### src/rtl/textlcd_buf.sv
// HD44780-class 2-line character LCD controller (8-bit, write-only) with a 2 x COLS
// shadow buffer. It runs the power-up/init sequence, then streams the whole buffer on demand.
module textlcd_buf #(
   parameter int CLK_DIV       = 5,
   parameter int COLS          = 16,
   parameter int POWERUP_SLOTS = 70,
   parameter int CLEAR_SLOTS   = 200,
   parameter int AUTO_REFRESH  = 0,
   localparam int CW = (COLS > 1) ? $clog2(COLS) : 1
) (
   input  logic          clk,
   input  logic          rst,
   input  logic          wr_en,
   input  logic          wr_line,
   input  logic [CW-1:0] wr_col,
   input  logic [7:0]    wr_char,
   input  logic          refresh,
   output logic          busy,
   output logic          init_done,
   output logic          lcd_e,
   output logic          lcd_rs,
   output logic          lcd_rw,
   output logic [7:0]    lcd_data
);

   localparam int SLOT   = 2 * CLK_DIV;
   localparam int PW     = (SLOT > 1) ? $clog2(SLOT) : 1;
   localparam int MAXA   = (POWERUP_SLOTS > CLEAR_SLOTS) ? POWERUP_SLOTS : CLEAR_SLOTS;
   localparam int MAXCNT = (MAXA > COLS) ? MAXA : COLS;
   localparam int SCW    = $clog2(MAXCNT + 1);

   typedef enum logic [3:0] {
      ST_POWERUP,
      ST_FUNC_SET,
      ST_DISP_ON,
      ST_ENTRY,
      ST_CLEAR,
      ST_CLEAR_WAIT,
      ST_IDLE,
      ST_ADDR1,
      ST_DATA1,
      ST_ADDR2,
      ST_DATA2
   } state_t;

   state_t           state_q, state_d;
   logic [PW-1:0]    phase_q, phase_d;
   logic [SCW-1:0]   slotCnt_q, slotCnt_d;
   logic             dirty_q, dirty_d;
   logic             pending_q, pending_d;
   logic             initDone_q, initDone_d;
   logic             lcdRs_q, rs_d;
   logic [7:0]       lcdData_q, data_d;
   logic [7:0]       charBuf_q [2][COLS];

   logic             slotEnd;
   logic             wrValid;
   logic             trigger;
   logic             enterAddr1;
   logic             strobeSlot;
   logic             lineSel;
   logic [CW-1:0]    colSel;
   logic [7:0]       nextChar;

   assign slotEnd = (phase_q == PW'(SLOT - 1));
   assign wrValid = wr_en && ({1'b0, wr_col} < (CW + 1)'(COLS));
   assign trigger = pending_q | refresh | dirty_q | (AUTO_REFRESH != 0);

   always_comb begin
      state_d    = state_q;
      slotCnt_d  = slotCnt_q;
      initDone_d = initDone_q;
      enterAddr1 = 1'b0;
      phase_d    = slotEnd ? '0 : phase_q + PW'(1);
      if (slotEnd) begin
         case (state_q)
            ST_POWERUP: begin
               if (slotCnt_q == SCW'(POWERUP_SLOTS - 1)) begin
                  state_d   = ST_FUNC_SET;
                  slotCnt_d = '0;
               end else begin
                  slotCnt_d = slotCnt_q + SCW'(1);
               end
            end
            ST_FUNC_SET: state_d = ST_DISP_ON;
            ST_DISP_ON:  state_d = ST_ENTRY;
            ST_ENTRY:    state_d = ST_CLEAR;
            ST_CLEAR: begin
               state_d   = ST_CLEAR_WAIT;
               slotCnt_d = '0;
            end
            ST_CLEAR_WAIT: begin
               if (slotCnt_q == SCW'(CLEAR_SLOTS - 1)) begin
                  state_d    = ST_IDLE;
                  slotCnt_d  = '0;
                  initDone_d = 1'b1;
               end else begin
                  slotCnt_d = slotCnt_q + SCW'(1);
               end
            end
            ST_IDLE: begin
               if (trigger) begin
                  state_d    = ST_ADDR1;
                  enterAddr1 = 1'b1;
               end
            end
            ST_ADDR1: begin
               state_d   = ST_DATA1;
               slotCnt_d = '0;
            end
            ST_DATA1: begin
               if (slotCnt_q == SCW'(COLS - 1)) begin
                  state_d   = ST_ADDR2;
                  slotCnt_d = '0;
               end else begin
                  slotCnt_d = slotCnt_q + SCW'(1);
               end
            end
            ST_ADDR2: begin
               state_d   = ST_DATA2;
               slotCnt_d = '0;
            end
            ST_DATA2: begin
               // Chain straight into the next refresh so continuous mode leaves no idle slot.
               if (slotCnt_q == SCW'(COLS - 1)) begin
                  slotCnt_d = '0;
                  if (trigger) begin
                     state_d    = ST_ADDR1;
                     enterAddr1 = 1'b1;
                  end else begin
                     state_d = ST_IDLE;
                  end
               end else begin
                  slotCnt_d = slotCnt_q + SCW'(1);
               end
            end
            default: state_d = ST_POWERUP;
         endcase
      end
      dirty_d   = wrValid ? 1'b1 : (enterAddr1 ? 1'b0 : dirty_q);
      pending_d = enterAddr1 ? 1'b0 : (pending_q | refresh);
   end

   // Bus values for the slot about to start; a same-cycle write to the sampled cell is bypassed in.
   always_comb begin
      lineSel = (state_d == ST_DATA2);
      colSel  = slotCnt_d[CW-1:0];
      if (wrValid && (wr_line == lineSel) && (wr_col == colSel)) begin
         nextChar = wr_char;
      end else begin
         nextChar = charBuf_q[lineSel][colSel];
      end
      rs_d   = 1'b0;
      data_d = 8'h00;
      case (state_d)
         ST_FUNC_SET: data_d = 8'h38;
         ST_DISP_ON:  data_d = 8'h0C;
         ST_ENTRY:    data_d = 8'h06;
         ST_CLEAR:    data_d = 8'h01;
         ST_ADDR1:    data_d = 8'h80;
         ST_ADDR2:    data_d = 8'hC0;
         ST_DATA1, ST_DATA2: begin
            rs_d   = 1'b1;
            data_d = nextChar;
         end
         default: data_d = 8'h00;
      endcase
   end

   always_comb begin
      strobeSlot = 1'b0;
      case (state_q)
         ST_FUNC_SET, ST_DISP_ON, ST_ENTRY, ST_CLEAR,
         ST_ADDR1, ST_DATA1, ST_ADDR2, ST_DATA2: strobeSlot = 1'b1;
         default: strobeSlot = 1'b0;
      endcase
   end

   always_ff @(posedge clk or posedge rst) begin
      if (rst) begin
         state_q    <= ST_POWERUP;
         phase_q    <= '0;
         slotCnt_q  <= '0;
         dirty_q    <= 1'b0;
         pending_q  <= 1'b0;
         initDone_q <= 1'b0;
         lcdRs_q    <= 1'b0;
         lcdData_q  <= 8'h00;
      end else begin
         state_q    <= state_d;
         phase_q    <= phase_d;
         slotCnt_q  <= slotCnt_d;
         dirty_q    <= dirty_d;
         pending_q  <= pending_d;
         initDone_q <= initDone_d;
         if (slotEnd) begin
            lcdRs_q   <= rs_d;
            lcdData_q <= data_d;
         end
      end
   end

   always_ff @(posedge clk or posedge rst) begin
      if (rst) begin
         for (int l = 0; l < 2; l++) begin
            for (int c = 0; c < COLS; c++) begin
               charBuf_q[l][c] <= 8'h20;
            end
         end
      end else if (wrValid) begin
         charBuf_q[wr_line][wr_col] <= wr_char;
      end
   end

   assign lcd_e     = strobeSlot && (phase_q >= PW'(CLK_DIV));
   assign lcd_rs    = lcdRs_q;
   assign lcd_rw    = 1'b0;
   assign lcd_data  = lcdData_q;
   assign init_done = initDone_q;
   assign busy      = (state_q != ST_IDLE) | pending_q | dirty_q | refresh;

endmodule
### config.mk
export PLATFORM = sky130hd
export DESIGN_NAME = textlcd_buf
export DESIGN_NICKNAME = d
export VERILOG_FILES = /design/src/rtl/textlcd_buf.sv
export SDC_FILE = /design/constraint.sdc
export NUM_CORES = 1
export LEC_CHECK = 0
export ABC_AREA = 1
export CORE_MARGIN = 3
export CORE_UTILIZATION = 45
export DETAILED_ROUTE_END_ITERATION = 8
export HOLD_SLACK_MARGIN = 0.08
export PLACE_DENSITY = 0.63
export SYNTH_ARGS = -nofsm -noshare
export SYNTH_HDL_FRONTEND = slang
export SYNTH_SLANG_ARGS = --single-unit
### constraint.sdc
create_clock -name clk -period 16.85 [get_ports clk]
set_clock_uncertainty 0.15 [all_clocks]
set_input_delay 2.5275 -clock clk [delete_from_list [all_inputs] [get_ports clk]]
set_output_delay 2.5275 -clock clk [all_outputs]
set_load 0.03 [all_outputs]
# Word-level counts from Yosys, hierarchy flattened
# Memories as Yosys holds them, arrays and structs flattened.
# Cells that the tools add are included.
dict set report totals {
  rom_bits 16
  in_bits 17
  mem_count 1
  word_cells 133
  regBits 284
}
dict set report classes {
  addsub 2
  n_lt_le_gt_ge 7
  muxes 35
  n_reduce_logical 13
  n_eq_ne 25
  bitwise 9
}
# name words width rd rd_ports_with_merged_regs wr line
set memory_table {}
lappend memory_table {{(no name shown)} 16 1 1 0 0 172} ;# case (state_q)
# op n
set op_table {}
lappend op_table {{128-bit 2-to-1 mux} 4}
lappend op_table {{256-bit bitwise mux} 1}
lappend op_table {{128-bit demux with 1-bit select} 1}
lappend op_table {{8-bit 2-to-1 mux} 7}
lappend op_table {{8-bit case mux with 7 select lines} 1}
lappend op_table {{4-bit case mux with 11 select lines} 1}
lappend op_table {{8-bit binary-select mux with 4-bit select} 1}
lappend op_table {{8-bit demux with 4-bit select} 1}
lappend op_table {{4-bit 2-to-1 mux} 8}
lappend op_table {{8-bit case mux with 4 select lines} 1}
lappend op_table {{4-bit equality test (second input constant)} 7}
lappend op_table {{4-bit by 3-bit equality test with 1-bit output (second input constant)} 6}
lappend op_table {{4-bit by 2-bit equality test with 1-bit output (second input constant)} 4}
lappend op_table {{5-bit >= comparator (second input constant)} 2}
lappend op_table {{4-bit inverter with 5-bit output} 2}
lappend op_table {{8-bit by 1-bit adder with 8-bit output (second input constant)} 1}
lappend op_table {{4-bit by 1-bit equality test with 1-bit output (second input constant)} 2}
lappend op_table {{8-bit by 4-bit equality test with 1-bit output (second input constant)} 1}
lappend op_table {{8-bit by 7-bit equality test with 1-bit output (second input constant)} 1}
lappend op_table {{8-bit equality test (second input constant)} 1}
lappend op_table {{1-bit 2-to-1 mux} 8}
lappend op_table {{1-bit logical AND} 5}
lappend op_table {{5-bit by 1-bit < comparator with 1-bit output (second input constant)} 1}
lappend op_table {{1-bit bitwise OR} 5}
lappend op_table {{16 further kinds} 19}

# Logic depth before layout (Yosys ltp)
dict set report logic_depth {
  ltp_word 16
  depth_mapped 26
  depth_no_buf 24
}

# Worst setup path before layout
# No wires, ideal clock.
dict set report synth_path {
  kind {input to output}
  startpoint {input refresh}
  endpoint {output busy}
  arrival_ps 3018
  t_required_ps 14172
  setup_slack_ps 11155
  cell_stages 2
  path_buffers 0
  path_cell_list {nor2_1 -> nand3_1}
}
dict set report synth_between {
  elab_chain_len 1
}
# element line
set synth_rtl {}
lappend synth_rtl {{from (decl)} 17} ;# input logic refresh,
lappend synth_rtl {{1-bit bitwise OR} 220} ;# assign busy = (state_q != ST_IDLE) | pending_q | dirty_q | refresh;
lappend synth_rtl {{to (decl)} 18} ;# output logic busy,
# Every way passes these cells.

# Worst setup path in the final report
# Same ends and word-level chain as after synthesis.

==> out/results.ini <==
[status]
outcome=completed

[setup_path]
start_kind=input pin
path_delay_family=buffers and inverters
crit_slowest_cell=clkdlybuf4s50_1
crit_path_end_kind=output port
cp_common_cell=clkdlybuf4s50_1
arrival_ps=3930
crit_fanout=5
criticalPathCategory=input pin to output port
path_cells=clkdlybuf4s50_1 > nor2_1 > nand3_1 > clkdlybuf4s50_1
crit_buf_inv=2
critical-path-max-stage-delay_ps=620
crit_required_ps=14170

[logic_synthesis]
syn_nets=1787
avgSynthCellArea_um2=7.83
syn_inst=1763
yosysSeqAreaShare_pct=51.8
synth_area_mm2=0.0138
ys_ff_latch=284
yosys.cell_types.count=37
ys_warn_count=0

[floorplan]
die_area_mm2=0.0328
rows=63
core_mm2=0.0300
die_w_um=181
fp.dieH_um=181
ios=30
initial_utilization_pct=46.1

[grt]
grt_pass1_vias=11374
grt.overflow.total=0
grt_pass1_wl_um=65600
antenna_found_initial=3
grt_max_degree=135
gr-usage-all-layers_pct=24.6

[place]
dpl.hpwl_um=24500
dp_slack_ps=9990
io_buffers=28
routabilityCongestion=0.875

[clocking]
cts_htree_levels=1
root_buffer=clkbuf_16
cts_tree=done
clock_sinks=284
cts_buffer_depth=3
ctsHoldBuffers=0
cts_setup_buffers=0
cts_buffers=31
clock_latency_ps=570
cts-resized-gates=0
clk_pin_slew_ps=60

[detailed_routing]
post_drt_via_cell_ratio=5.62
first_iter_violations=1387
first_pass_iters=6
drtAntennaViolNets=0
drt-wirelength-per-cell_um=19.0
dr_total_vias=12008
drc=0
drt-total-wl_um=40600

[timing]
min_period_ps=6610
fin_tns_setup_ps=0
fmax_mhz=151
setup_violations=0
maxSlewViolCount=0
hold_viol_final=0
worstMarginPinSlew_ps=1110
fin_crit_sh_pct=39.2
grt_setup_unrepaired=false
worst_slack_ps=10240
timing.slew.headroom_pct=25.6

[layout]
multi_input_comb_area_mm2=0.00588
layout.nets=1746
regArea_mm2=0.00715
area_growth_pct=10.7
drive_above_1_share_pct=7.50
finish.utilization_pct=51.0
fill_cells=2888
n_antenna_cell=0

[power_and_ir_drop]
vdd_ir_drop_max_uv=85.1
power.density_mw_per_mm2=118
power_leakage_nw=7.02
power.total_w=0.00181

[run]
max_cap_violations=0

[hold_path]
hp-class=flop to flop

[worst register-to-register path: stages, from the launching register on]
cell and delay, ps:
dfrtp_1 440, inv_1 190, ha_1 240, inv_1 70
nor3_1 370, nand2_1 140, o21ai_1 130, nand2_1 70
nand2_1 60, nand2_1 40, nand2_1 330, inv_2 410
nor2_8 220, buf_4 610, buf_4 680, nand2_1 160
nand3_1 140, nand3_1 130, nand3_1 150, nand3_1 140
nand3_1 120, nand2_1 60, nand2_1 50, nand2_1 40
nand2_1 70
[sequential cells by signal, indices dropped and copies added (netlist names)]
name / count
charBuf_q: 256
lcd_data: 8
slotCnt_q: 8
phase_q: 4
state_q: 4
dirty_q: 1
init_done: 1
lcd_rs: 1
pending_q: 1
[cells by family after synthesis]
kind of cell	after synthesis	share of synthesized area, %
AOI/OAI and AO/OA	333	12.3
xor gates and xnor gates	2	0.127
adders and majority gates	7	0.635
buffers and inverters	182	5.80
DFF	284	51.8
other	1	0.0272
and+or+nand+nor	954	29.3
[power by group]
| group | switching [W] | internal [W] | total [W] |
|---|---|---|---|
| clock | 0.000284 | 0.000453 | 0.000737 |
| sequential | 0.0000629 | 0.000807 | 0.000869 |
| combinational | 0.000125 | 0.0000777 | 0.000202 |
| total | 0.000471 | 0.00134 | 0.00181 |
[final cells by class]
cell class / count / share of cell area, %
Sequential cell: 284 / 46.8
Multi-Input combinational cell: 1297 / 38.5
Clock buffer: 45 / 6.01
Tap cell: 390 / 3.19
Timing Repair Buffer: 43 / 2.57
Inverter: 65 / 1.65
Clock inverter: 13 / 1.29
[placed cells by master (no fill, tap or decap), types with 2 or more instances in the layout]
master           Yosys  layout
o21ai_0            309     308
nand3_1            271     271
nor2_8               2       2
o21ai_1              6       5
or2_2                3       3
inv_2                9       8
clkbuf_16            0      31
clkinv_1             1       2
ha_1                 7       7
clkbuf_1            79       5
clkdlybuf4s50_1      0      28
nand4_1              8       8
buf_4                8      15
nor2_1              44      43
clkbuf_8             0       9
nor2_2               2       3
dfrtp_1            252     252
clkinv_2             0       7
nor3_1               4       4
inv_1               55      53
a21oi_1              9       9
o22ai_1              4       4
o21ai_4              0       2
bufinv_16            0       5
nand2_1            609     609
nand2_2              6       6
dfstp_2             32      32
[through the flow]
step	hold WS (ps)	instance area [um2]	instances
CTS	332	15300	2137
floorplan	297	13800	1763
global route	351	15300	2137
finish	331	15300	2137
detailed placement	317	14200	2079
global placement	310	14200	2079
[cells in the mapped netlist]
master,n,share of area [%]
a21boi_0,1,0.054
a21oi_1,9,0.33
a21oi_2,1,0.063
a221oi_1,1,0.063
buf_1,5,0.14
buf_2,16,0.58
buf_4,8,0.44
buf_6,9,0.73
clkbuf_1,79,2.1
clkinv_1,1,0.027
conb_1,1,0.027
dfrtp_1,252,46
dfstp_2,32,6.1
ha_1,7,0.63
inv_1,55,1.5
inv_2,9,0.24
nand2_1,609,17
nand2_2,6,0.27
nand3_1,271,9.8
nand3_4,1,0.13
nand4_1,8,0.36
nor2_1,44,1.2
nor2_2,2,0.091
nor2_4,1,0.082
nor2_8,2,0.29
nor3_1,4,0.15
nor3_4,1,0.12
nor3b_1,1,0.054
nor4_1,1,0.045
o21ai_0,309,11
o21ai_1,6,0.22
o21bai_1,1,0.054
o22ai_1,4,0.18
o22ai_4,1,0.15
or2_2,3,0.14
xnor2_1,1,0.063
xor2_1,1,0.063
[final timing paths]
check / to / slack, ps / depth (start not counted) / from
worst max-delay path: busy / 10240 / 4 / refresh
worst min-delay path: charBuf_q[171] / 330 / 2 / charBuf_q[171]
worst max register to register: lcd_data[3] / 11590 / 24 / state_q[0]
worst min register to register: charBuf_q[171] / 330 / 2 / charBuf_q[171]
max in group asynchronous: charBuf_q[118] / 12460 / 3 / rst
min in group asynchronous: charBuf_q[115] / 2430 / 2 / rst
[routing by layer]
layer / share of wire, % / global-route usage [%] / up-vias
met2: 42 / 35.4 / 465
met5: 0.089 / 0 / -
met4: 3.5 / 8.20 / 6
li1: - / - / 5726
met1: 46 / 37.4 / 5725
met3: 8.1 / 4.31 / 86
No activity file was read; power rests on OpenSTA's default activity.
